$ cat src/rtl/multicycle_ctrl.sv
// multicycle_ctrl: FETCH/DECODE/EXEC/MEM/WB control FSM for the RV64 multi-cycle datapath (optional MEM_TIMEOUT_EN)
module multicycle_ctrl #(
  parameter int INST_W      = 32,
  parameter int CNT_W       = 32,
  parameter int TIMEOUT_CYC = 255
) (
  input  logic              i_clk,
  input  logic              i_rst,
  input  logic [INST_W-1:0] i_inst,
  input  logic              i_inst_valid,
  output logic              o_inst_req,
  output logic              o_ir_we,
  input  logic              i_zero,
  output logic              o_alu_src_imm,
  output logic [1:0]        o_alu_op,
  output logic              o_mem_rd,
  output logic              o_mem_wr,
  input  logic              i_mem_done,
  output logic              o_reg_we,
  output logic              o_wb_sel_mem,
  output logic              o_pc_we,
  output logic              o_pc_sel_br,
  output logic              o_halt,
  output logic              o_illegal,
  output logic              o_timeout,
  output logic [CNT_W-1:0]  o_inst_cnt
);
  typedef enum logic [2:0] {S_IDLE, S_FETCH, S_DECODE, S_EXEC, S_MEM, S_WB, S_HALT} state_t;
  localparam logic [6:0] OP_LD = 7'b0000011, OP_SD = 7'b0100011, OP_BR = 7'b1100011,
                         OP_ALUI = 7'b0010011, OP_ALUR = 7'b0110011;
  state_t           r_state;
  logic [6:0]       r_op;
  logic [2:0]       r_f3;
  logic             r_stop;
  logic             r_illegal;
  logic [CNT_W-1:0] r_cnt;
  logic w_ld, w_sd, w_br, w_alui, w_alur, w_legal, w_take, w_retire;
  assign w_ld     = r_op == OP_LD;
  assign w_sd     = r_op == OP_SD;
  assign w_br     = r_op == OP_BR;
  assign w_alui   = r_op == OP_ALUI;
  assign w_alur   = r_op == OP_ALUR;
  // only beq (000) and bne (001) are implemented among the branches
  assign w_legal  = w_ld | w_sd | w_alui | w_alur | (w_br & r_f3[2:1] == 2'b00);
  assign w_take   = r_f3[0] ? ~i_zero : i_zero;
  // an instruction retires exactly when the PC is updated
  assign w_retire = (r_state == S_EXEC & w_br) | (r_state == S_MEM & w_sd & i_mem_done) | r_state == S_WB;
`ifdef MEM_TIMEOUT_EN
  localparam int TW = $clog2(TIMEOUT_CYC + 1);
  localparam logic [TW-1:0] TO_LAST = TW'(TIMEOUT_CYC - 1);
  logic [TW-1:0] r_to;
  logic          r_timeout;
  assign o_timeout = r_timeout;
`else
  if (TIMEOUT_CYC < 1) begin : g_bad_timeout
    $error("TIMEOUT_CYC must be positive");
  end
  assign o_timeout = 1'b0;
`endif
  // state sequencing, opcode latch, sticky flags and retired-instruction count
  always_ff @(posedge i_clk) begin
    if (i_rst) begin
      r_state   <= S_IDLE;
      r_op      <= '0;
      r_f3      <= '0;
      r_stop    <= 1'b0;
      r_illegal <= 1'b0;
      r_cnt     <= '0;
`ifdef MEM_TIMEOUT_EN
      r_to      <= '0;
      r_timeout <= 1'b0;
`endif
    end else begin
      unique case (r_state)
        S_IDLE: r_state <= S_FETCH;
        S_FETCH: if (i_inst_valid) begin
          r_op    <= i_inst[6:0];
          r_f3    <= i_inst[14:12];
          r_stop  <= &i_inst;
          r_state <= S_DECODE;
        end
        S_DECODE: begin
          r_state <= (r_stop | ~w_legal) ? S_HALT : S_EXEC;
          if (~r_stop & ~w_legal) r_illegal <= 1'b1;
        end
        S_EXEC: begin
          r_state <= w_br ? S_FETCH : (w_ld | w_sd) ? S_MEM : S_WB;
`ifdef MEM_TIMEOUT_EN
          r_to    <= '0;
`endif
        end
        S_MEM: if (i_mem_done) r_state <= w_ld ? S_WB : S_FETCH;
`ifdef MEM_TIMEOUT_EN
        else if (r_to == TO_LAST) begin
          r_state   <= S_HALT;
          r_timeout <= 1'b1;
        end else r_to <= r_to + 1'b1;
`endif
        S_WB:   r_state <= S_FETCH;
        S_HALT: r_state <= S_HALT;
        default: r_state <= S_IDLE;
      endcase
      if (w_retire) r_cnt <= r_cnt + 1'b1;
    end
  end
  assign o_inst_req    = r_state == S_FETCH;
  assign o_ir_we       = r_state == S_FETCH & i_inst_valid;
  assign o_alu_src_imm = r_state == S_EXEC & (w_ld | w_sd | w_alui);
  assign o_alu_op      = r_state != S_EXEC ? 2'b00 : w_br ? 2'b01 : (w_alui | w_alur) ? 2'b10 : 2'b00;
  assign o_mem_rd      = r_state == S_MEM & w_ld;
  assign o_mem_wr      = r_state == S_MEM & w_sd;
  assign o_reg_we      = r_state == S_WB;
  assign o_wb_sel_mem  = r_state == S_WB & w_ld;
  assign o_pc_we       = w_retire;
  assign o_pc_sel_br   = r_state == S_EXEC & w_br & w_take;
  assign o_halt        = r_state == S_HALT;
  assign o_illegal     = r_illegal;
  assign o_inst_cnt    = r_cnt;
endmodule

$ cat config.mk
export PLATFORM = sky130hd
export DESIGN_NAME = multicycle_ctrl
export DESIGN_NICKNAME = d
export VERILOG_FILES = /design/src/rtl/multicycle_ctrl.sv
export SDC_FILE = /design/constraint.sdc
export NUM_CORES = 1
export LEC_CHECK = 0
export ABC_AREA = 1
export CAP_MARGIN = 40
export CELL_PAD_IN_SITES_DETAIL_PLACEMENT = 1
export CELL_PAD_IN_SITES_GLOBAL_PLACEMENT = 2
export CORE_MARGIN = 4
export CORE_UTILIZATION = 27
export CTS_BUF_LIST = sky130_fd_sc_hd__clkbuf_8
export CTS_CLUSTER_DIAMETER = 60
export DETAILED_ROUTE_END_ITERATION = 8
export PLACE_DENSITY_LB_ADDON = 0.1
export SLEW_MARGIN = 20
export SYNTH_ARGS = -nofsm -noshare
export SYNTH_HDL_FRONTEND = slang
export SYNTH_SLANG_ARGS = --single-unit
$ cat constraint.sdc
create_clock -name i_clk -period 2.5 [get_ports i_clk]
set_input_delay 0.25 -clock i_clk [delete_from_list [all_inputs] [get_ports i_clk]]
set_output_delay 0.25 -clock i_clk [all_outputs]
set_load 0.005 [all_outputs]
==> results of run 1 <==
==> cells by family (layout without fill, tap and decap cells) <==
group | Yosys count | in the layout | share of synthesized area [%]
and+or+nand+nor | 276 | 276 | 42.4
AOI/OAI and AO/OA | 62 | 62 | 11.1
buffers and inverters | 58 | 136 | 9.39
DFF | 47 | 47 | 33.1
xor gates and xnor gates | 11 | 11 | 3.39
adders and majority gates | 1 | 1 | 0.441
other | 1 | 1 | 0.132
==> layout make-up <==
| cell class | count | area share (%) |
|---|---|---|
| multi-input cells | 351 | 42.4 |
| flip-flops and latches | 47 | 24.5 |
| well taps | 136 | 4.42 |
| clock inverters | 2 | 0.878 |
| repair buffers | 84 | 21.7 |
| inverters | 45 | 4.39 |
| clock buffers | 5 | 1.79 |
==> placed cells by master, fill, tap and decap left out <==
master and n:
a211oi_1 1, a21oi_1 40, a31oi_1 1, buf_4 3, bufinv_16 1, clkbuf_8 5
clkdlybuf4s50_1 81, conb_1 1, dfxtp_1 47, ha_1 1, inv_1 43, inv_2 3
nand2_1 145, nand3_1 18, nand3_2 1, nand3_4 1, nand3b_1 6, nand4_1 13
nand4_2 1, nor2_1 64, nor2_2 2, nor2_4 2, nor3_1 18, nor3_2 2
nor4_1 2, o21ai_0 17, o21ai_1 3, or2_2 1, xnor2_1 3, xor2_1 8
==> registers in the layout, indices dropped and copies added, names as in the netlist <==
signal / count
r_state: 3
r_stop: 1
o_inst_cnt: 32
r_f3: 3
r_op: 7
o_illegal: 1
==> cell usage after synthesis, types with 2 or more instances <==
library cell | number | area [um2]
buf_4 | 3 | 22.5
o21ai_0 | 17 | 85.1
dfxtp_1 | 47 | 941
o21ai_1 | 3 | 15.0
buf_6 | 5 | 56.3
nor3_1 | 18 | 90.1
nor2_2 | 2 | 12.5
nand3_1 | 18 | 90.1
nor4_1 | 2 | 12.5
nand2_1 | 145 | 544
nor2_1 | 64 | 240
xor2_1 | 8 | 70.1
inv_2 | 3 | 11.3
nor2_4 | 2 | 22.5
a21oi_1 | 40 | 200
inv_1 | 42 | 158
nand4_1 | 13 | 81.3
nor3_2 | 2 | 20.0
xnor2_1 | 3 | 26.3
clkbuf_1 | 5 | 18.8
nand3b_1 | 6 | 45.0
==> final timing paths <==
check                 from             end  slack [ns]  depth (start not counted)
max                r_op[6]         o_pc_we        0.29                          5
min              o_illegal       o_illegal        0.46                          2
max reg2reg  o_inst_cnt[6]  o_inst_cnt[25]        0.58                          9
min reg2reg      o_illegal       o_illegal        0.46                          2
==> worst register-to-register path: stages (launching register included) <==
cell,delay [ns]
dfxtp_1,0.45
inv_1,0.09
nor3_1,0.39
nand2_1,0.14
nor2_1,0.40
nand2_1,0.11
nand2_1,0.07
nand2_1,0.05
nand2_1,0.05
a21oi_1,0.05
==> routing by layer <==
| layer | GRT usage, % | up-vias |
|---|---|---|
| met5 | 0 | - |
| met4 | 4.35 | 0 |
| met1 | 19.5 | 1485 |
| li1 | - | 1629 |
| met2 | 30.3 | 69 |
| met3 | 3.40 | 12 |
==> power groups by stage <==
stage	combinational (mW)	sequential [mW]	clock, mW
final	0.504	0.896	0.554
after detailed placement	0.512	0.912	0
after CTS	0.514	0.895	0.578
after floorplan	0.319	0.896	0
after global placement	0.502	0.910	0
after global routing	0.579	0.908	0.609
==> metrics.md, run 1 <==
| Metric | Value |
|---|---|
| Status | complete, no violations |
| Comb pwr share | 25.8% |
| Drt first pass iters | 4 |
| Slew Viols, Final | 0 |
| Clk pin slew, worst setup/hold paths | 0.09 ns |
| Post-CTS Resized | 0 |
| Syn Inst Count | 456 |
| WL/cell | 15.2 um |
| Pleak | 1.36 nW |
| Sequential cell area | 941 um2 |
| Worst hold-check path type | register to register |
| Distinct cells, synth | 29 |
| Final setup viols | 0 |
| Switch Pwr | 0.634 mW |
| Die area | 12200 um2 |
| Met3 WL | 465 um |
| CP Capture Type | primary output |
| Final Power | 1.95 mW |
| Post-cts hold buffer count | 0 |
| Synth Area per Inst | 6.23 um2 |
| Post-synth EDFFs | 0 |
| Fin util | 37.4% |
| Worst VDD drop | 444 uV |
| Largest net degree at the start of global routing | 26 |
| Critical path class | register to primary output |
| FP Rows | 37 |
| Final Critical Period | 2.21 ns |
| Power Density | 508 nW/um2 |
| Total grt overflow | 0 |
| Clk buf depth | 2 |
| DRT iter0 DRCs | 81 |
| Nets | 572 |
| Final Hold Vio Count | 0 |
| Final wirelength | 10200 um |
| Largest delay contributor family on the critical path | simple AND/OR/NAND/NOR gates |
| Ys flop type | dfxtp_1 |
| Vias per cell | 4.77 |
| Met2 Wirelength | 5090 um |
| Buf+Inv Stages, Crit Path | 2 |
| Switching share of power | 32.5% |
| Critical path arrival | 1.96 ns |
| Unrepaired setup endpoints after global routing | no |
| Number of diodes | 0 |
| Clock Skew | 0.00934 ns |
| Setup TNS | 0 ns |
| Die height | 111 um |
| Area Overhead vs Synth | 35.5% |
| Seq pwr share | 45.8% |
| Cell Area, Synth | 2840 um2 |
| Max incr delay on CP | 0.52 ns |
| Filler cell count | 1348 |
| Routability Congestion | 0.820 |
| Vias | 3195 |
| Final setup margin | 0.285 ns |
| Worst-Skew Late Latency | 0.30 ns |
| Initial antenna violation count | 0 |
| Yosys Warn Count | 0 |
| F_max | 452 MHz |
| Tot GR Track Use | 16.5% |
| Clock power share | 28.3% |
| Post-DP HPWL | 8140 um |
| Uppermost layer routed | met4 |
| Max-cap violations | 0 |
| Clock sink total | 47 |
| Die width | 111 um |
| Slew headroom | 51.0% |
| Area of the multi-input gates | 1630 um2 |
| Postcts setup bufs | 0 |
| M1 WL | 4400 um |
| Crit path launch type | register |
| DP Area | 3740 um2 |
| Asr flop ratio synth | 0% |
| Hold WS | 0.464 ns |
| ANT nets after route | 0 |
| WP data required | 2.25 ns |
| Period utilization | 88.6% |
| I/O Buffers | 81 |
| Core area | 10300 um2 |
| Max Fanout on Critical Path | 5 |
| Htree depth | 2 |
| Syn Nets | 494 |
| DP Worst Slack | 0.617 ns |
| Design Area, Final | 3850 um2 |
| Pint | 1.32 mW |
| I/O pins | 83 |
| CP max-delay cell | clkdlybuf4s50_1 |
| Vias in the first global route | 3309 |
| Initial Util | 27.6% |
| Non-Filler Instances | 670 |
| Cell Chain, Critical Path | inv_1 > nor2_1 > nand4_2 > nand3_4 > clkdlybuf4s50_1 |
| Register area share after synthesis | 33.1% |
| First-pass GRT wire length | 16700 um |
| DRC | 0 |
| Placed cell count | 663 |
| CTS root buf | clkbuf_8 |
| Num CTS Buffers | 5 |
| CTS tree | built |
| Flops & latches, synth | 47 |
| Share of layout cells above drive strength 1 | 4.12% |
| Tightest Pin Transition | 0.734 ns |
Power figures use the tool's default switching activity.
==> run 2: changes to the inputs <==
CAP_MARGIN = 20   (was 40)
==> results of run 2 <==
Final layout, timing and power as in run 1 (identical DEF).
==> run 3: changes to the inputs <==
CORE_UTILIZATION = 23   (was 27)
clock period = 1.9 ns   (was 2.5 ns; I/O delays follow)
==> run 3 against run 2 <==
Compared with the run above: final cell count increased by 9.0%; sequential power increased by 34%; critical endpoint is now o_ir_we; critical path type unchanged; first-iteration DRC count increased by 26%.
==> metrics.md, run 3 (same netlist as run 1, synthesis figures left out) <==
| Metric | Value |
|---|---|
| WL/cell | 15.0 um (-1.1%) |
| Max-cap violations | 0 (unchanged) |
| Die area | 14200 um2 (+16%) |
| Worst-Skew Late Latency | 0.33 ns (+0.03 ns) |
| Status | complete, no violations |
| Clk pin slew, worst setup/hold paths | 0.10 ns (about the same) |
| Critical path class | register to primary output |
| DRT iter0 DRCs | 102 (+26%) |
| DP Worst Slack | 0.0303 ns (-0.586 ns) |
| Final setup margin | 0.116 ns (-0.169 ns) |
| CTS tree | built |
| Post-DP HPWL | 8610 um (+5.8%) |
| I/O Buffers | 81 (unchanged) |
| DRC | 0 (unchanged) |
| Clk buf depth | 2 (unchanged) |
| Htree depth | 2 (unchanged) |
| Nets | 600 (+4.9%) |
| FP Rows | 40 (+8.1%) |
| Area Overhead vs Synth | 47.3% |
| Clock Skew | 0.0128 ns (+0.00343 ns) |
| DP Area | 3910 um2 (+4.5%) |
| Pint | 1.72 mW (+31%) |
| Total grt overflow | 0 (unchanged) |
| Initial Util | 23.5% (-4.1 points) |
| Vias | 3281 (+2.7%) |
| Comb pwr share | 29.3% (+3.5 points) |
| Switch Pwr | 0.926 mW (+46%) |
| Clock sink total | 47 (unchanged) |
| Max Fanout on Critical Path | 3 (-2) |
| Initial antenna violation count | 0 (unchanged) |
| Unrepaired setup endpoints after global routing | no |
| Pleak | 1.55 nW (+14%) |
| Drt first pass iters | 4 (unchanged) |
| Slew Viols, Final | 0 (unchanged) |
| Period utilization | 93.9% |
| Vias in the first global route | 3472 (+4.9%) |
| Worst hold-check path type | register to register |
| Setup TNS | 0 ns (unchanged) |
| Commonest non-fill, non-tap cell in the layout | nand2_1 |
| Clock power share | 25.6% (-2.7 points) |
| Final setup viols | 0 (unchanged) |
| Largest register FFs | 32 (unchanged) |
| WP data required | 1.71 ns (-0.54 ns) |
| Final Critical Period | 1.78 ns |
| Switching share of power | 34.9% (+2.5 points) |
| CP Capture Type | primary output |
| I/O pins | 83 (unchanged) |
| CTS root buf | clkbuf_8 |
| Met1 usage | 18.0% (-1.5 points) |
| Commonest non-fill, non-tap cells in the layout | nand2_1, clkdlybuf4s50_1, nor2_1 |
| ANT nets after route | 0 (unchanged) |
| First-pass GRT wire length | 18000 um (+8.0%) |
| Filler cell count | 1541 (+14%) |
| Number of diodes | 0 (unchanged) |
| Worst VDD drop | 447 uV (+0.72%) |
| Final wirelength | 11000 um (+7.8%) |
| Num CTS Buffers | 5 (unchanged) |
| Largest net degree at the start of global routing | 26 (unchanged) |
| Crit path launch type | register |
| Met2 GRT Util | 29.5% (-0.76 points) |
| Core area | 12100 um2 (+17%) |
| Worst R2R Setup Slack | 0.17 ns (-0.41 ns) |
| Tot GR Track Use | 16.0% (-0.54 points) |
| Seq pwr share | 45.1% (-0.7 points) |
| Routability Congestion | 0.812 (-1.0%) |
| Power Density | 634 nW/um2 (+25%) |
| Die height | 119 um (+7.7%) |
| Final Hold Vio Count | 0 (unchanged) |
| GR peak layer | met2 |
| Vias per cell | 4.49 (-5.7%) |
| Die width | 119 um (+7.7%) |
| Design Area, Final | 4180 um2 (+8.7%) |
| Met3 usage | 3.61% (+0.21 points) |
| Critical path arrival | 1.59 ns (-0.37 ns) |
| F_max | 561 MHz |
| Share of layout cells above drive strength 1 | 14.1% (+9.9 points) |
[run 3: cell type report]
| cell class | count | area, um2 | share of cell area [%] |
|---|---|---|---|
| multi-input cells | 351 | 1700 | 40.6 |
| repair buffers | 112 | 1060 | 25.4 |
| flip-flops and latches | 47 | 948 | 22.7 |
| well taps | 168 | 210 | 5.03 |
| inverters | 45 | 176 | 4.22 |
| clock buffers | 6 | 82.6 | 1.97 |
| clock inverters | 1 | 5.00 | 0.120 |
[run 3: final timing paths]
check / start / end / cells after the start
setup reg to reg: r_op[3] / o_inst_cnt[4] / 12
hold reg to reg: r_op[2] / r_op[2] / 2
setup / recovery: r_state[0] / o_ir_we / 5
hold / removal: r_op[2] / r_op[2] / 2
[run 3: metrics by stage]
stage               util [%]  hold WS, ns  power [mW]  instances
detailed placement      32.4        0.447        1.89        712
CTS                     33.8        0.461        2.63        726
global route            34.7        0.497        2.84        730
floorplan                  -        0.325        1.60        456
finish                  34.7        0.453        2.65        730
global placement        32.4        0.445        1.88        712
[run 3: power by group through the flow]
stage / sequential (mW) / combinational, mW / clock, mW
3_5_place_dp: 1.20 / 0.691 / 0
3_3_place_gp: 1.19 / 0.688 / 0
6_report: 1.20 / 0.777 / 0.678
4_1_cts: 1.19 / 0.724 / 0.719
2_1_floorplan: 1.18 / 0.420 / 0
5_1_grt: 1.21 / 0.879 / 0.745
[run 3: repair_timing]
action	4_1_cts	5_1_grt
gates cloned	0	0
hold buffers	0	0
endpoints found under the setup margin	11	33
resized for setup	24	29
buffers inserted	7	4
pin swaps	2	5
[run 3: per-layer routing]
metal  vias up  share of wire (%)  wire length (um)
li1       1675                  -                 -
met2        57                 52              5730
met4         0                1.7               186
met5         -                  0                 0
met1      1539                 42              4600
met3        10                4.1               449
[run 3: worst max-delay path, stage by stage (launching register included)]
cell	delay, ns
dfxtp_2	0.36
inv_1	0.08
nor2_4	0.13
nand2_2	0.09
nor2_4	0.10
clkdlybuf4s50_1	0.51
